===== config.mk =====
export PLATFORM = sky130hd
export DESIGN_NAME = rs232c_recv_buffer
export DESIGN_NICKNAME = d
export VERILOG_FILES = /design/src/rtl/rs232c_recv_buffer.sv
export SDC_FILE = /design/constraint.sdc
export NUM_CORES = 1
export LEC_CHECK = 0
export CAP_MARGIN = 20
export CORE_ASPECT_RATIO = 1.1
export CORE_MARGIN = 2
export CORE_UTILIZATION = 55
export CTS_BUF_LIST = sky130_fd_sc_hd__clkbuf_16
export DETAILED_ROUTE_END_ITERATION = 10
export PLACE_DENSITY = 0.76
export SLEW_MARGIN = 5
export SYNTH_ARGS = -nofsm -noshare
export SYNTH_HDL_FRONTEND = slang
export SYNTH_SLANG_ARGS = --single-unit

===== constraint.sdc =====
create_clock -name clk -period 7.25 [get_ports clk]
set_input_delay 1.0875 -clock clk [delete_from_list [all_inputs] [get_ports clk]]
set_output_delay 1.0875 -clock clk [all_outputs]
set_load 0.1 [all_outputs]

===== src/rtl/rs232c_recv_buffer.sv =====
// rs232c_recv_buffer: 8N1 UART receiver that packs four bytes into a 32-bit
// word (first byte in [31:24]) and queues words in a first-word-fall-through
// FIFO read by the core through a pop interface.
module rs232c_recv_buffer #(
  parameter logic [15:0] WAIT_CYCLES = 16'd5,
  parameter int          DEPTH_LOG2  = 4
) (
  input  logic        clk,
  input  logic        xrst,
  input  logic        rx,
  input  logic        pop,
  output logic [31:0] pop_data,
  output logic        empty,
  output logic        full,
  output logic        overrun,
  output logic        frame_err
);

  typedef enum logic [2:0] {
    S_IDLE,
    S_START,
    S_DATA,
    S_STOP,
    S_RECOVER
  } state_e;

  localparam int                DEPTH    = 1 << DEPTH_LOG2;
  localparam logic [15:0]       HALF     = WAIT_CYCLES >> 1;
  localparam logic [15:0]       HALF_M1  = HALF - 16'd1;
  localparam logic [15:0]       LAST     = WAIT_CYCLES - 16'd1;
  localparam logic [DEPTH_LOG2:0]   CNT_ONE  = 1;
  localparam logic [DEPTH_LOG2:0]   CNT_FULL = {1'b1, {DEPTH_LOG2{1'b0}}};
  localparam logic [DEPTH_LOG2-1:0] PTR_ONE  = 1;

  // Receiver state
  state_e      state_q, state_d;
  logic        rx_meta_q, rx_meta_d;
  logic        rxs_q, rxs_d;
  logic [15:0] timer_q, timer_d;
  logic [2:0]  bit_idx_q, bit_idx_d;
  logic [7:0]  shift_q, shift_d;
  logic [1:0]  byte_cnt_q, byte_cnt_d;
  logic [31:0] word_q, word_d;
  logic        push_q, push_d;
  logic        frame_err_q, frame_err_d;

  // FIFO state
  logic [31:0]           mem_q [DEPTH];
  logic [DEPTH_LOG2-1:0] wr_ptr_q, wr_ptr_d;
  logic [DEPTH_LOG2-1:0] rd_ptr_q, rd_ptr_d;
  logic [DEPTH_LOG2:0]   count_q, count_d;
  logic                  overrun_q, overrun_d;
  logic                  push_eff, pop_eff;

  logic at_half, at_last;
  assign at_half = (timer_q == HALF_M1);
  assign at_last = (timer_q == LAST);

  // State register: all control and datapath flops, synchronous reset
  // NOTE: sequential state uses non-blocking (<=) so every flop samples pre-edge values.
  always_ff @(posedge clk) begin
    if (!xrst) begin
      state_q     <= S_IDLE;
      rx_meta_q   <= 1'b1;
      rxs_q       <= 1'b1;
      timer_q     <= '0;
      bit_idx_q   <= '0;
      shift_q     <= '0;
      byte_cnt_q  <= '0;
      word_q      <= '0;
      push_q      <= 1'b0;
      frame_err_q <= 1'b0;
      wr_ptr_q    <= '0;
      rd_ptr_q    <= '0;
      count_q     <= '0;
      overrun_q   <= 1'b0;
    end else begin
      state_q     <= state_d;
      rx_meta_q   <= rx_meta_d;
      rxs_q       <= rxs_d;
      timer_q     <= timer_d;
      bit_idx_q   <= bit_idx_d;
      shift_q     <= shift_d;
      byte_cnt_q  <= byte_cnt_d;
      word_q      <= word_d;
      push_q      <= push_d;
      frame_err_q <= frame_err_d;
      wr_ptr_q    <= wr_ptr_d;
      rd_ptr_q    <= rd_ptr_d;
      count_q     <= count_d;
      overrun_q   <= overrun_d;
    end
  end

  // FIFO storage: written only on an effective push
  // NOTE: the word array is not reset; empty masks pop_data so stale contents never show.
  always_ff @(posedge clk) begin
    if (push_eff) mem_q[wr_ptr_q] <= word_q;
  end

  // Next-state logic for the receive FSM
  always_comb begin
    // NOTE: default assignment first so no path leaves state_d unassigned (no latch).
    state_d = state_q;
    unique case (state_q)
      S_IDLE:    if (!rxs_q) state_d = S_START;
      S_START:   if (at_half) state_d = rxs_q ? S_IDLE : S_DATA;
      S_DATA:    if (at_last && bit_idx_q == 3'd7) state_d = S_STOP;
      S_STOP:    if (at_last) state_d = rxs_q ? S_IDLE : S_RECOVER;
      S_RECOVER: if (rxs_q) state_d = S_IDLE;
      default:   state_d = S_IDLE;
    endcase
  end

  // Output/datapath logic: synchronizer, bit timer, byte shift and word assembly
  always_comb begin
    rx_meta_d   = rx;
    rxs_d       = rx_meta_q;
    timer_d     = timer_q + 16'd1;
    bit_idx_d   = bit_idx_q;
    shift_d     = shift_q;
    byte_cnt_d  = byte_cnt_q;
    word_d      = word_q;
    push_d      = 1'b0;
    frame_err_d = frame_err_q;
    unique case (state_q)
      S_IDLE: timer_d = '0;
      S_START: begin
        if (at_half) begin
          timer_d   = '0;
          bit_idx_d = '0;
        end
      end
      S_DATA: begin
        if (at_last) begin
          timer_d            = '0;
          shift_d[bit_idx_q] = rxs_q;
          bit_idx_d          = bit_idx_q + 3'd1;
        end
      end
      S_STOP: begin
        if (at_last) begin
          timer_d = '0;
          if (rxs_q) begin
            word_d     = {word_q[23:0], shift_q};
            byte_cnt_d = byte_cnt_q + 2'd1;
            push_d     = (byte_cnt_q == 2'd3);
          end else begin
            // Broken frame: the whole partial word is abandoned
            frame_err_d = 1'b1;
            word_d      = '0;
            byte_cnt_d  = '0;
          end
        end
      end
      S_RECOVER: timer_d = '0;
      default:   timer_d = '0;
    endcase
  end

  // FIFO pointer/count update; push and pop both take effect when legal
  always_comb begin
    pop_eff   = pop && (count_q != '0);
    push_eff  = push_q && ((count_q != CNT_FULL) || pop_eff);
    overrun_d = overrun_q | (push_q & ~push_eff);
    wr_ptr_d  = push_eff ? wr_ptr_q + PTR_ONE : wr_ptr_q;
    rd_ptr_d  = pop_eff  ? rd_ptr_q + PTR_ONE : rd_ptr_q;
    count_d   = count_q;
    if (push_eff && !pop_eff) count_d = count_q + CNT_ONE;
    if (!push_eff && pop_eff) count_d = count_q - CNT_ONE;
  end

  assign empty     = (count_q == '0);
  assign full      = (count_q == CNT_FULL);
  assign pop_data  = empty ? '0 : mem_q[rd_ptr_q];
  assign overrun   = overrun_q;
  assign frame_err = frame_err_q;

endmodule


==> results by group <==
Floorplan
  • Die ar.: 44,100 um^2
  • Chip height: 220 um
  • Placeable Area: 42,100 um^2
  • Cell row count: 79
  • Starting Density: 0.554
  • I/O pin cnt: 40
  • Horiz. Die Dim: 200 um

GRT
  • Number of antenna violations at the first check in global routing: 0
  • First-pass GRT wire length: 72.1 mm
  • Number of global-route vias before repair: 11,900
  • Largest net degree at the start of global routing: 73
  • Total Routing Usage GR: 0.222
  • Gr ovfl total: 0

CTS
  • Clk_lat worst skew: 0.61 ns
  • Worst-case clock buffer depth: 3
  • CTS Sinks: 598
  • CTS buffer count: 55
  • Hold buffers post-CTS: 0
  • CTS tree: built
  • Post_cts resized: 0
  • Worst-path clk slew: 0.06 ns
  • Root Driver: clkbuf_16
  • H-tree Lvls: 2
  • Post-CTS Setup Inserts: 0

Logic synthesis
  • Netlist cell types: 51
  • Avg Cell Area, Syn: 18.9 um^2
  • Cells after synthesis: 1,234
  • Sequential element share of the synthesized area: 0.733
  • Ranking of synthesized cells by area: edfxtp_1, mux4_2, dfxtp_1
  • Synthesized flop and latch total: 598
  • Share of the synthesized area in the top cell type: 0.659
  • Synthesized area: 23,300 um^2
  • Synth async-reset ratio: 0
  • Synth warn: 0
  • Post-synth EDFFs: 512
  • Largest area contributor in the netlist: edfxtp_1
  • Syn_nets: 1,253
  • Prevailing post-synth register cell: edfxtp_1

Timing
  • Final Slew Violations: 0
  • Slew HR: 0.260
  • Final Hold Vio Count: 0
  • Final TNS setup: 0 ns
  • Worst-Margin Slew: 1.11 ns
  • Skew final: 0.0153 ns
  • Final Cycle Share: 0.692
  • Final min period: 5.02 ns
  • Hold Worst Slack: 0.405 ns
  • RSZ-0062 raised after global routing: no
  • Max Freq: 199 MHz
  • Final setup vio count: 0

Cells and area
  • Diode count: 0
  • Final Cell Area: 26,200 um^2
  • NumNets Final: 1,306
  • Area grow syn2layout: 12.2%
  • Filler cells: 2,950
  • Layout Cells excl Fill: 1,900
  • FF+latch area: 17,100 um^2
  • Multi-input logic area: 5970 um^2
  • Layout cells sized above 1: 0.203

Worst setup path
  • WP data required: 6.16 ns
  • Worst r2r src: count_q[0]$_SDFFE_PN0P_
  • CP arrival: 3.93 ns
  • Reg2reg path depth: 5
  • Critical setup path kind: flop to output pin
  • Crit end category: output pin
  • CP Launch Type: flop
  • Max FO, Critical Path: 72

Power and ir drop
  • Pwr dens: 262 nW/um^2
  • Power, Total: 6.86 mW
  • Lkg Pwr: 8.07 nW
  • Max VDD drop: 0.000214 V

Place
  • Detailed Place HPWL: 24.1 mm
  • Placed cells: 1,795
  • GPL Wtd Cong: 0.751
  • IO Port Bufs: 39
  • Placed inst area: 24,400 um^2

Flow run
  • Max Cap Viol: 0

Detailed routing
  • Via Count: 11,600
  • DRC: 0
  • 1st-iter DRT viols: 1,142
  • DR WL/cell: 25.0 um
  • Drt first pass iters: 5
  • ANT nets after route: 0
  • WL final: 47.4 mm
  • Via density: 6.13

Hold path
  • Hold Path Class: flop to flop
  • Worst Hold Depth: 1
  • Min-delay src: rx_meta_q$_SDFF_PN1_

Status
  • Status: complete, no violations
-- state kept, by name, summed over array words and instances, names as in the netlist, 2 cells and up, named ones only --
name        cells
rd_ptr_q        4
byte_cnt_q      2
timer_q        16
word_q         32
bit_idx_q       3
count_q         5
wr_ptr_q        4
state_q         3
mem_q         512
shift_q         8
-- critical path, cell delays in order (launching register included) --
cell             delay [ns]
dfxtp_4                0.91
buf_12                 0.43
mux4_2                 0.29
mux2i_1                0.08
o22ai_1                0.30
clkdlybuf4s50_1        1.21
-- final timing paths --
check	slack, ns	endpoint
setup / recovery	2.23	pop_data[22]
hold / removal	0.41	rxs_q$_SDFF_PN1_
setup reg to reg	4.45	mem_q[15][12]$_DFFE_PP_
hold reg to reg	0.41	rxs_q$_SDFF_PN1_
-- layout by cell type, fill, tap and decap left out, types with 7 or more instances in the layout --
cell type        instances
nand3_1                 41
clkdlybuf4s50_1         38
nand2_1                 54
nand3_2                  8
clkbuf_16               56
xnor2_1                 14
nand4_1                  9
xor2_1                   8
a21oi_1                  7
clkinv_1                15
clkinv_2                11
ha_1                    14
inv_1                   29
a21boi_1                29
mux2i_1                 76
nor2_1                  31
nor2_4                  13
buf_4                   18
mux4_2                 128
o22ai_1                 32
nor2b_1                 17
dfxtp_1                 82
edfxtp_1               512
nand2b_1                 8
and2_1                   9
a21boi_0                 7
-- routing by layer --
layer / wire length, um / track usage
met1: 18700 / 0.292
met2: 24200 / 0.382
met3: 3230 / 0.0315
met4: 1350 / 0.0822
met5: 0 / 0
-- metrics by stage --
| step | utilization | setup slack, ns |
|---|---|---|
| final | 0.621 | 2.23 |
| after detailed placement | 0.580 | 2.68 |
| after floorplan | - | 2.92 |
| after global placement | 0.580 | 2.68 |
| after global routing | 0.621 | 2.10 |
| after CTS | 0.620 | 2.04 |
-- layout make-up --
class	count	share of cell area
Timing Repair Buffer	62	0.0240
Tap cell	567	0.0271
Clock buffer	56	0.0536
Multi-Input combinational cell	554	0.228
Sequential cell	598	0.654
Inverter	16	0.00230
Clock inverter	47	0.0105
-- Yosys cell counts (7+ instances only) --
cell      number
a21boi_0       7
a21boi_1      29
a21oi_1        7
and2_1         9
buf_2         18
clkbuf_1      37
dfxtp_1       86
edfxtp_1     512
ha_1          14
inv_1         15
mux2i_1       76
mux4_2       128
nand2_1       55
nand2b_1       9
nand3_1       41
nand3_2        8
nand4_1        9
nor2_1        43
nor2b_1       17
nor3_1        10
o22ai_1       32
xnor2_1       14
xor2_1         8
-- power breakdown --
group | internal [mW] | switching [mW] | leakage [nW]
Combinational | 0.176 | 0.304 | 1.75
Clock | 1.47 | 1.21 | 0.880
Sequential | 3.68 | 0.0137 | 5.44
Total | 5.33 | 1.53 | 8.07
-- kinds of logic after synthesis --
group                    synth area share
flip-flops                          0.733
AND/OR/NAND/NOR                    0.0516
multiplexers                        0.156
AO/OA/AOI/OAI                      0.0268
buffers and inverters              0.0156
XOR/XNOR                          0.00826
adder cells (fa/ha/maj)           0.00837
No activity file was read; power rests on OpenSTA's default activity.
